<file path="src/rtl/serial_adder_if.sv">
// Operand/result bundle for the digit-serial adder/subtractor.
// Handshake: a request is accepted on a rising edge where start=1 and busy=0
// (IDLE or DONE); a, b, cin and sub are captured on that edge. done is a
// one-cycle pulse with s/cout/overflow valid; there is no backpressure.
interface serial_adder_if #(parameter int WIDTH = 32);
  logic             start;
  logic [WIDTH-1:0] a;
  logic [WIDTH-1:0] b;
  logic             cin;
  logic             sub;
  logic             busy;
  logic             done;
  logic [WIDTH-1:0] s;
  logic             cout;
  logic             overflow;

  modport master (output start, a, b, cin, sub,
                  input  busy, done, s, cout, overflow);
  modport slave  (input  start, a, b, cin, sub,
                  output busy, done, s, cout, overflow);
endinterface

</file>
<file path="src/rtl/serial_adder.sv">
// Multi-cycle adder/subtractor: DIGIT bits per clock with a registered carry
// between digits; result, carry-out and signed overflow appear with done.
module serial_adder #(
  parameter int WIDTH = 32,
  parameter int DIGIT = 4
) (
  input  logic           clk,
  input  logic           reset,
  serial_adder_if.slave  bus,
  output logic [1:0]     fsm_state
);
  localparam int N  = WIDTH / DIGIT;
  localparam int CW = (N > 1) ? $clog2(N) : 1;

  typedef enum logic [1:0] {
    IDLE = 2'd0,
    RUN  = 2'd1,
    DONE = 2'd2
  } state_t;

  state_t           state;
  logic [CW-1:0]    cnt;
  logic             carry;
  logic [WIDTH-1:0] a_q;
  logic [WIDTH-1:0] b_q;
  logic [WIDTH-1:0] acc;

  logic [DIGIT:0]   dsum;
  logic [WIDTH-1:0] acc_next;
  logic             last;
  logic             carry_into_msb;

  // Operands shift right each RUN cycle, so the current digit is always at the bottom.
  always_comb begin
    dsum           = {1'b0, a_q[DIGIT-1:0]} + {1'b0, b_q[DIGIT-1:0]}
                   + {{DIGIT{1'b0}}, carry};
    acc_next       = (acc >> DIGIT) | (WIDTH'(dsum[DIGIT-1:0]) << (WIDTH - DIGIT));
    last           = (cnt == CW'(N - 1));
    carry_into_msb = a_q[DIGIT-1] ^ b_q[DIGIT-1] ^ dsum[DIGIT-1];
  end

  assign fsm_state = state;

  always_ff @(posedge clk or posedge reset) begin
    if (reset) begin
      state        <= IDLE;
      bus.busy     <= 1'b0;
      bus.done     <= 1'b0;
      bus.s        <= '0;
      bus.cout     <= 1'b0;
      bus.overflow <= 1'b0;
      cnt          <= '0;
      carry        <= 1'b0;
      a_q          <= '0;
      b_q          <= '0;
      acc          <= '0;
    end else begin
      case (state)
        IDLE, DONE: begin
          bus.done <= 1'b0;
          if (bus.start) begin
            a_q      <= bus.a;
            b_q      <= bus.sub ? ~bus.b : bus.b;
            carry    <= bus.sub ? ~bus.cin : bus.cin;
            cnt      <= '0;
            acc      <= '0;
            state    <= RUN;
            bus.busy <= 1'b1;
          end else begin
            state <= IDLE;
          end
        end
        RUN: begin
          a_q   <= a_q >> DIGIT;
          b_q   <= b_q >> DIGIT;
          acc   <= acc_next;
          carry <= dsum[DIGIT];
          // The counter parks at N-1 in DONE; it is cleared only by the next start.
          if (last) begin
            bus.s        <= acc_next;
            bus.cout     <= dsum[DIGIT];
            bus.overflow <= carry_into_msb ^ dsum[DIGIT];
            state        <= DONE;
            bus.busy     <= 1'b0;
            bus.done     <= 1'b1;
          end else begin
            cnt <= cnt + CW'(1);
          end
        end
        default: begin
          state    <= IDLE;
          bus.busy <= 1'b0;
          bus.done <= 1'b0;
        end
      endcase
    end
  end
endmodule

</file>
<file path="src/flat_wrapper.sv">
// flat-port wrapper written by rule: the top's interface ports become plain ports
module serial_adder_flat 
#(
  parameter int WIDTH = 32,
  parameter int DIGIT = 4
)
  (clk, reset, fsm_state, bus_start, bus_a, bus_b, bus_cin, bus_sub, bus_busy, bus_done, bus_s, bus_cout, bus_overflow);
  serial_adder_if #(.WIDTH(WIDTH)) bus_i ();
  input  logic clk;
  input  logic reset;
  output logic [1:0] fsm_state;
  input wire logic [$bits(bus_i.start)-1:0] bus_start;
  input wire logic [$bits(bus_i.a)-1:0] bus_a;
  input wire logic [$bits(bus_i.b)-1:0] bus_b;
  input wire logic [$bits(bus_i.cin)-1:0] bus_cin;
  input wire logic [$bits(bus_i.sub)-1:0] bus_sub;
  output wire logic [$bits(bus_i.busy)-1:0] bus_busy;
  output wire logic [$bits(bus_i.done)-1:0] bus_done;
  output wire logic [$bits(bus_i.s)-1:0] bus_s;
  output wire logic [$bits(bus_i.cout)-1:0] bus_cout;
  output wire logic [$bits(bus_i.overflow)-1:0] bus_overflow;
  assign bus_i.start = bus_start;
  assign bus_i.a = bus_a;
  assign bus_i.b = bus_b;
  assign bus_i.cin = bus_cin;
  assign bus_i.sub = bus_sub;
  assign bus_busy = bus_i.busy;
  assign bus_done = bus_i.done;
  assign bus_s = bus_i.s;
  assign bus_cout = bus_i.cout;
  assign bus_overflow = bus_i.overflow;
  serial_adder #(.WIDTH(WIDTH), .DIGIT(DIGIT)) u_core (.clk(clk), .reset(reset), .bus(bus_i), .fsm_state(fsm_state));
endmodule
</file>
<file path="config.mk">
export PLATFORM = sky130hd
export DESIGN_NAME = serial_adder_flat
export DESIGN_NICKNAME = d
export VERILOG_FILES = /design/src/rtl/serial_adder_if.sv /design/src/rtl/serial_adder.sv /design/src/flat_wrapper.sv
export SDC_FILE = /design/constraint.sdc
export NUM_CORES = 1
export LEC_CHECK = 0
export ABC_AREA = 1
export CAP_MARGIN = 0
export CORE_MARGIN = 10
export CORE_UTILIZATION = 50
export DETAILED_ROUTE_END_ITERATION = 12
export PLACE_DENSITY = 0.78
export SLEW_MARGIN = 15
export SYNTH_ARGS = -nofsm -noshare
export SYNTH_HDL_FRONTEND = slang
export SYNTH_SLANG_ARGS = --single-unit
</file>
<file path="constraint.sdc">
create_clock -name clk -period 5.5 [get_ports clk]
set_input_delay 1.1 -clock clk [delete_from_list [all_inputs] [get_ports clk]]
set_output_delay 1.1 -clock clk [all_outputs]
set_load 0.02 [all_outputs]
</file>
==> results of run 1 <==
## flip-flops by register name (all words and copies together), names as in the netlist
register	flops
u_core.fsm_state	1
u_core.carry	1
u_core.b_q	32
u_core.bus.s	32
u_core.bus.done	1
u_core.bus.cout	1
u_core.bus.busy	1
u_core.bus.overflow	1
u_core.acc	28
u_core.cnt	3
u_core.a_q	32
## layer usage
metal	up-vias	wire length (um)	part of all wire [%]
met5	-	0	0
met4	0	117	0.89
met3	10	815	6.2
met2	115	6640	51
met1	2131	5570	42
li1	2135	-	-
## cell usage in the layout (no fill, tap or decap), drive strengths merged, types with 2 or more instances in the layout
cell and n:
clkinv 2, bufinv 2, clkbuf 17, xnor2 31, ha 5, nand3 12, o21ai 43, o211ai 57
inv 70, nand2 181, nor2 3, buf 2, fa 2, clkdlybuf4s50 105, o22ai 28, dfrtp 133
## power groups by stage
| stage | combinational (W) | clock (W) | sequential, W |
|---|---|---|---|
| global route | 0.00186 | 0.00122 | 0.00168 |
| global placement | 0.00159 | 0 | 0.00162 |
| floorplan | 0.000968 | 0 | 0.00175 |
| detailed placement | 0.00165 | 0 | 0.00164 |
| CTS | 0.00168 | 0.00117 | 0.00163 |
| finish | 0.00166 | 0.00116 | 0.00163 |
## through the flow
step           setup WS (ns)  std cells  util (%)  hold slack, ns
5_1_grt                 1.99        839      65.3           0.513
4_1_cts                 2.22        839      65.3           0.493
6_report                2.23        839      65.3           0.487
3_5_place_dp            1.83        807      59.9           0.477
2_1_floorplan          0.846        593         -           0.449
3_3_place_gp            1.88        807      59.9           0.470
## how the worst min path moves through the flow
| stage | startpoint | endpoint | slack, ns | depth (start not counted) |
|---|---|---|---|---|
| final | u_core.bus.s[25] | u_core.bus.s[25] | 0.49 | 2 |
| after global routing | u_core.bus.s[25] | u_core.bus.s[25] | 0.51 | 2 |
| after CTS | u_core.bus.s[25] | u_core.bus.s[25] | 0.49 | 2 |
| after detailed placement | u_core.bus.s[25] | u_core.bus.s[25] | 0.48 | 2 |
| after global placement | u_core.bus.s[10] | u_core.bus.s[10] | 0.47 | 2 |
| after floorplan | u_core.acc[31] | u_core.acc[31] | 0.45 | 2 |
## cells by family (layout without fill, tap and decap cells)
kind of cell | after synthesis | count (layout)
simple gates | 197 | 197
xor+xnor | 32 | 32
compound gates | 129 | 129
buf+inv | 95 | 198
fa+ha+maj | 7 | 7
flops | 133 | 133
## critical path, delay by kind of cell
family | cells | cell delay (ns)
compound gates | 1 | 0.13
buf+inv | 2 | 1.20
simple gates | 3 | 1.12
## cell type report
cell class	count	area (um2)	area share, %
Timing Repair Buffer	107	1060	14.4
Multi-Input combinational cell	365	1990	26.9
Sequential cell	133	3330	45.0
Clock buffer	17	425	5.75
Tap cell	143	179	2.42
Inverter	59	226	3.06
Clock inverter	15	180	2.44
==> flow_summary_export.csv, run 1 <==
group,metric,value,unit
floorplan,rows,39,
detailed_routing,viasPerCell,5.23,
logic_synthesis,synth_area_leaders,"dfrtp_1 58%, nand2_1 12%, o211ai_1 7.2%, xnor2_1 4.7%, inv_1 3.7%",
power,power_frac_comb,37.4,%
grt,grt_use_met3,5.50,%
detailed_routing,drc_errors,0,
grt,grtUsageTotal,16.6,%
layout,final_area,0.00740,mm2
timing,fmax,305,MHz
floorplan,start_util,50.6,%
power,netSwitchingFraction,37.4,%
clock_network,cts_tree,"done",
floorplan,die_w,127,um
timing,tightestPinTransition,0.971,ns
worst_setup_path,cp_cell_sequence,"clkdlybuf4s50_1, nand2_2, nand2_4, inv_2, nand2_1, o211ai_1",
logic_synthesis,syn-mean-instance-area,9.66,um2
timing,setup_tns,0,ns
timing,finalHoldViolCount,0,
power,clockPowerShare,26.0,%
layout,syn_to_final_growth,29.1,%
detailed_routing,wirelength,13100,um
timing,finClkSkew,0.0111,ns
worst_setup_path,r2r-start,"u_core.bus.done",
worst_setup_path,r2r_slack,2.56,ns
worst_setup_path,end_kind,"register",
logic_synthesis,yosysMostFrequentCell,"nand2_1",
power,p_seq_share,36.7,%
logic_synthesis,synthesis.area,0.00573,mm2
clock_network,htree_levels,4,
logic_synthesis,synth_fa_ha_area_share,1.79,%
detailed_routing,drt_first_pass_iters,4,
grt,grt_max_degree,85,
timing,slew_viol_final,0,
logic_synthesis,ys_types,24,
timing,rsz0062_at_grt,"no",
timing,fin_crit_sh,59.5,%
logic_synthesis,synth_top_family_by_area,"compound AO/OA/AOI/OAI gates",
worst_setup_path,reg2regPathDepth,6,
worst_setup_path,critPathLaunchType,"primary input",
worst_setup_path,r2r-end,"u_core.bus.s[11]",
layout,drive_above_1_share,6.47,%
worst_setup_path,cp-startpoint,"bus_start",
clock_network,cts-buffers-inserted,17,
floorplan,design.die.area,0.0161,mm2
placed_design,post_dp_cell_area,0.00679,mm2
logic_synthesis,ys.flop_type,"dfrtp_1",
floorplan,core_region_area,0.0113,mm2
detailed_routing,antenna_left,0,
worst_setup_path,worstSetupEndpoint,"u_core.b_q[13]",
timing,slew-limit-headroom,35.0,%
clock_network,cts_hold_buf,0,
layout,antenna_cells,0,
worst_setup_path,slowest_stage,"inv_2",
power,peakVddDrop,405,uV
logic_synthesis,yosys_warnings,0,
power,p_switching,0.00166,W
worst_setup_path,crit_type,"primary input to register",
grt,grt_pass1_vias,4554,
placed_design,routabilityCongestion,0.811,
logic_synthesis,synth-seq-area-share,58.1,%
logic_synthesis,syn_inst,593,
job,max-cap-violations,0,
placed_design,hpwl,8760,um
logic_synthesis,yosysTopAreaCell,"dfrtp_1",
power,power_density,602,mW/mm2
logic_synthesis,synth_top_area_share,58.1,%
layout,fill_cells,911,
logic_synthesis,muxShareOfSynthArea,0,%
logic_synthesis,async_flop_share,100,%
worst_setup_path,cpPeakStageDelay,0.78,ns
logic_synthesis,syn-num-nets,669,
clock_network,cts_root_buffer,"clkbuf_16",
placed_design,port_buffers,106,
power,p_total,0.00445,W
grt,antenna_found_initial,0,
grt,grt-busiest-layer,"met2",
detailed_routing,num_vias,4391,
logic_synthesis,synth-xor-area-share,4.89,%
logic_synthesis,synth_edf_count,0,
worst_setup_path,cp_max_fo,49,
clock_network,cts.sinks,133,
worst_setup_path,critPathRequiredTime,5.82,ns
logic_synthesis,synthSimpleGateAreaFrac,13.4,%
detailed_routing,drtIter0Drc,384,
clock_network,cts_buffer_depth,2,
grt,grt_pass1_wl,22200,um
floorplan,die_h,127,um
worst_setup_path,arrival,3.59,ns
outcome,status,"completed",
power,power.internal,0.00278,W
timing,period_minus_slack,3.27,ns
logic_synthesis,ys_ff_latch,133,
logic_synthesis,ys_top_cells_by_count,"179 x nand2_1, 133 x dfrtp_1, 56 x inv_1",
power,p_leak,3.29,nW
clock_network,cts_resized,0,
grt,met1_usage,20.1,%
min_path,hp-class,"register to register",
logic_synthesis,synth_compound_area_share,14.5,%
clock_network,cts_setup_buffers,0,
detailed_routing,routedWlPerCell,15.7,um
clock_network,clock_latency,0.41,ns
layout,fin_nets,759,
clock_network,clkTransAtPathRegs,0.06,ns
grt,grt_use_met2,27.7,%
floorplan,ios,107,
grt,grt.overflow.total,0,
timing,setup_violations,0,
Note: power is estimated with default switching activity, not from simulation.
==> run 2, diff against run 1 <==
Settings changed: CORE_UTILIZATION 50 to 47, PLACE_DENSITY 0.78 to 0.77.
Clock period 5.5 ns to 3 ns, I/O delays scaled along.
==> flow_summary_export.csv, run 2 (synthesis results as in run 1) <==
group,metric,value,unit
worst_setup_path,cpPeakStageDelay,0.63,ns
worst_setup_path,cp_top_family,"buffers and inverters",
grt,grt.overflow.total,0,
worst_setup_path,critPathRequiredTime,2.40,ns
timing,finalHoldViolCount,0,
floorplan,core_region_area,0.0120,mm2
floorplan,die_w,130,um
timing,hold_ws,0.488,ns
grt,grtUsageTotal,16.1,%
grt,grt_max_degree,57,
clock_network,htree_levels,4,
grt,grt_pass1_wl,22000,um
timing,setup_violations,0,
layout,final_area,0.00749,mm2
timing,slew-limit-headroom,39.5,%
clock_network,cts_resized,0,
timing,fmax,494,MHz
worst_setup_path,crit_type,"register to output pin",
placed_design,port_buffers,106,
detailed_routing,antenna_left,0,
power,p_leak,3.32,nW
placed_design,post_dp_cell_area,0.00690,mm2
detailed_routing,drt_first_pass_iters,4,
clock_network,cts.sinks,133,
detailed_routing,routedWlPerCell,15.1,um
clock_network,cts-buffers-inserted,17,
floorplan,rows,40,
layout,finalNonFillerCells,851,
clock_network,clkTransAtPathRegs,0.06,ns
floorplan,design.die.area,0.0170,mm2
placed_design,hpwl,8950,um
power,power_density,1080,mW/mm2
layout,reg_top3,"u_core.a_q x32, u_core.b_q x32, u_core.bus.s x32",
placed_design,routabilityCongestion,0.828,
detailed_routing,drc_errors,0,
detailed_routing,wirelength,12900,um
timing,rsz0062_at_grt,"no",
floorplan,die_h,130,um
worst_setup_path,r2r-start,"u_core.b_q[0]",
min_path,min-delay-start,"u_core.bus.s[0]",
worst_setup_path,cp_max_fo,2,
job,max-cap-violations,0,
timing,setup_tns,0,ns
worst_setup_path,cp-startpoint,"u_core.bus.s[30]",
min_path,hp-class,"register to register",
layout,antenna_cells,0,
detailed_routing,viasPerCell,5.16,
worst_setup_path,arrival,1.42,ns
timing,period_minus_slack,2.02,ns
clock_network,cts_hold_buf,0,
outcome,status,"completed",
layout,final_util,62.7,%
clock_network,cts_tree,"done",
worst_setup_path,critical_path_buf_inv_count,1,
grt,antenna_found_initial,0,
clock_network,cts_root_buffer,"clkbuf_16",
layout,final_common_cell,"nand2_1",
worst_setup_path,cp_cell_sequence,"clkdlybuf4s50_1",
layout,fin_nets,767,
detailed_routing,drtIter0Drc,375,
power,peakVddDrop,391,uV
timing,fin_crit_sh,67.5,%
clock_network,cts_buffer_depth,2,
layout,final_cell_mix,"177 x nand2_1, 133 x dfrtp_1, 105 x clkdlybuf4s50_1, 55 x inv_1, 55 x o211ai_1",
timing,tightestPinTransition,0.907,ns
placed_design,dpl.cell_count,819,
worst_setup_path,critPathLaunchType,"register",
grt,grt_pass1_vias,4529,
detailed_routing,num_vias,4392,
floorplan,start_util,47.9,%
clock_network,cts_setup_buffers,0,
layout,drive_above_1_share,7.39,%
worst_setup_path,slowest_stage,"clkdlybuf4s50_1",
clock_network,clock_latency,0.41,ns
layout,syn_to_final_growth,30.8,%
timing,slew_viol_final,0,
timing,finClkSkew,0.00616,ns
worst_setup_path,end_kind,"output pin",
floorplan,ios,107,
==> run 2: area by class of cell <==
cell class,instances,area (um2)
Sequential cell,133,3330
Timing Repair Buffer,115,1170
Clock inverter,11,125
Multi-Input combinational cell,365,1990
Tap cell,147,184
Clock buffer,21,470
Inverter,59,225
Fill cell,982,4470
==> run 2: per-stage QoR <==
stage	setup WS (ns)	power [W]
2_1_floorplan	0.749	0.00499
3_3_place_gp	0.846	0.00595
3_5_place_dp	0.774	0.00609
4_1_cts	0.951	0.00817
5_1_grt	0.912	0.00869
6_report	0.976	0.00809
==> run 2: report_power, final <==
group / total (W) / leakage [nW] / switching [W] / internal, W
registers: 0.00299 / 1.67 / 0.000399 / 0.00259
clock network: 0.00203 / 0.278 / 0.000743 / 0.00129
logic: 0.00307 / 1.37 / 0.00178 / 0.00129
total: 0.00809 / 3.32 / 0.00292 / 0.00517
==> run 2: path summary, 6_finish.rpt <==
kind / depth (start not counted) / slack, ns / endpoint
min in group asynchronous: 2 / 0.67 / u_core.a_q[28]
max: 1 / 0.98 / bus_s[30]
min: 2 / 0.49 / u_core.bus.s[0]
max in group asynchronous: 3 / 1.71 / u_core.b_q[2]
max reg2reg: 8 / 1.09 / u_core.bus.overflow
min reg2reg: 2 / 0.49 / u_core.bus.s[0]
==> run 2: per-layer routing <==
layer	track usage, %	vias to the layer above	part of all wire, %
met3	5.56	12	6.3
met5	0	-	0
li1	-	2140	-
met1	20.2	2135	45
met4	5.82	0	1.2
met2	25.2	105	48
==> run 3, diff against run 2 <==
Clock period 3 ns to 1.78 ns, I/O delays scaled along.
==> flow_summary_export.csv, run 3 (synthesis results as in run 1) <==
group,metric,value,unit
timing,fin_crit_sh,97.9,%
clock_network,cts_root_buffer,"clkbuf_16",
clock_network,cts_buffer_depth,2,
timing,finalHoldViolCount,0,
power,p_total,0.0137,W
worst_setup_path,cp_max_fo,3,
timing,hold_ws,0.417,ns
layout,final_common_cell,"nand2_1",
clock_network,cts-buffers-inserted,17,
timing,finClkSkew,0.00795,ns
grt,grtUsageTotal,16.1,%
worst_setup_path,end_kind,"register",
grt,grt.overflow.total,0,
layout,multi_input_area,0.00200,mm2
layout,final_util,63.5,%
min_path,hp-class,"primary input to asynchronous set/reset pin",
floorplan,die_h,130,um
floorplan,start_util,47.9,%
worst_setup_path,arrival,2.04,ns
clock_network,htree_levels,4,
timing,setup_violations,0,
timing,rsz0062_at_grt,"yes",
grt,grt_max_degree,69,
layout,fill_cells,933,
timing,slew_viol_final,0,
clock_network,cts_hold_buf,0,
placed_design,pre_cts_slack,-0.0224,ns
layout,seqCellArea,0.00333,mm2
power,power_density,1810,mW/mm2
detailed_routing,num_vias,4504,
power,netSwitchingFraction,38.2,%
placed_design,routabilityCongestion,0.859,
worst_setup_path,critPathLaunchType,"register",
layout,antenna_cells,0,
worst_setup_path,r2r_slack,0.04,ns
detailed_routing,antenna_left,0,
grt,antenna_found_initial,0,
layout,fin_nets,774,
floorplan,ios,107,
floorplan,design.die.area,0.0170,mm2
timing,slew-limit-headroom,76.8,%
outcome,status,"completed",
detailed_routing,routedWlPerCell,15.7,um
timing,fmax,574,MHz
placed_design,dpl.cell_count,825,
power,p_leak,3.54,nW
layout,drive_above_1_share,9.00,%
layout,finalNonFillerCells,858,
placed_design,port_buffers,106,
timing,period_minus_slack,1.74,ns
power,peakVddDrop,908,uV
power,p_seq_share,36.6,%
detailed_routing,drc_errors,0,
power,power.internal,0.00849,W
job,max-cap-violations,0,
timing,fin_ws,0.0380,ns
clock_network,clock_latency,0.41,ns
clock_network,clkTransAtPathRegs,0.06,ns
grt,grt_pass1_vias,4707,
power,p_switching,0.00524,W
power,power_frac_comb,39.3,%
floorplan,die_w,130,um
grt,grt_pass1_wl,21900,um
worst_setup_path,crit_type,"register to register",
placed_design,hpwl,9150,um
timing,tightestPinTransition,0.349,ns
clock_network,cts_tree,"done",
layout,reg_top3,"u_core.a_q x32, u_core.b_q x32, u_core.bus.s x32",
layout,final_cell_mix,"175 x nand2_1, 133 x dfrtp_1, 83 x clkdlybuf4s50_1, 55 x inv_1, 55 x o211ai_1",
worst_setup_path,critPathRequiredTime,2.08,ns
floorplan,rows,40,
detailed_routing,viasPerCell,5.25,
floorplan,core_region_area,0.0120,mm2
detailed_routing,drt_first_pass_iters,4,
detailed_routing,wirelength,13500,um
layout,syn_to_final_growth,32.6,%
detailed_routing,drtIter0Drc,329,
power,clockPowerShare,24.2,%
clock_network,cts.sinks,133,
## run 3: metal layers
metal  vias to the layer above  GRT usage, %  share of wire [%]
met4                         0          7.52                1.8
met3                        20          4.92                5.9
met5                         -             0                  0
li1                       2169             -                  -
met1                      2183          19.1                 44
met2                       132          26.4                 49
## run 3: metrics by stage
stage | setup TNS, ns | area, um2
3_5_place_dp | -0.0224 | 7000
6_report | 0 | 7600
2_1_floorplan | -30.22 | 5740
3_3_place_gp | 0 | 7000
5_1_grt | -0.0232 | 7600
4_1_cts | -0.00777 | 7550
## run 3: critical path, cell delays in order (launching register included)
cell,delay [ns]
dfrtp_1,0.40
fa_2,0.42
fa_2,0.40
nand2_2,0.06
nand2_1,0.06
nand2_2,0.08
nand2_1,0.07
nand3_1,0.09
nand2_1,0.05
## run 3: final cells by class
cell class                      instances  share of cell area (%)
Sequential cell                       133                    43.8
Multi-Input combinational cell        365                    26.3
Timing Repair Buffer                  122                    17.2
Clock buffer                           17                    5.60
Inverter                               59                    2.96
Tap cell                              147                    2.42
Clock inverter                         15                    1.78
## run 3: timing repair
| action | CTS | global route |
|---|---|---|
| pin swaps | 0 | 2 |
| gates cloned | 0 | 0 |
| endpoints found under the setup margin | 10 | 17 |
| resized for setup | 8 | 17 |
| buffers inserted | 0 | 1 |
## run 3: worst paths after layout
path,startpoint,to,depth (start not counted)
max reg2reg,u_core.a_q[0],u_core.bus.overflow,8
max,u_core.a_q[0],u_core.bus.overflow,8
min,reset,u_core.a_q[18],3
max in group asynchronous,reset,u_core.b_q[12],3
min in group clk,u_core.acc[31],u_core.acc[31],2
min reg2reg,u_core.acc[31],u_core.acc[31],2
## run 3: power groups by stage
stage               Sequential (W)  Combinational (W)  Clock [W]
global placement           0.00499            0.00523          0
global route               0.00515            0.00600    0.00348
floorplan                  0.00541            0.00300          0
finish                     0.00502            0.00539    0.00332
detailed placement         0.00506            0.00543          0
CTS                        0.00502            0.00544    0.00336
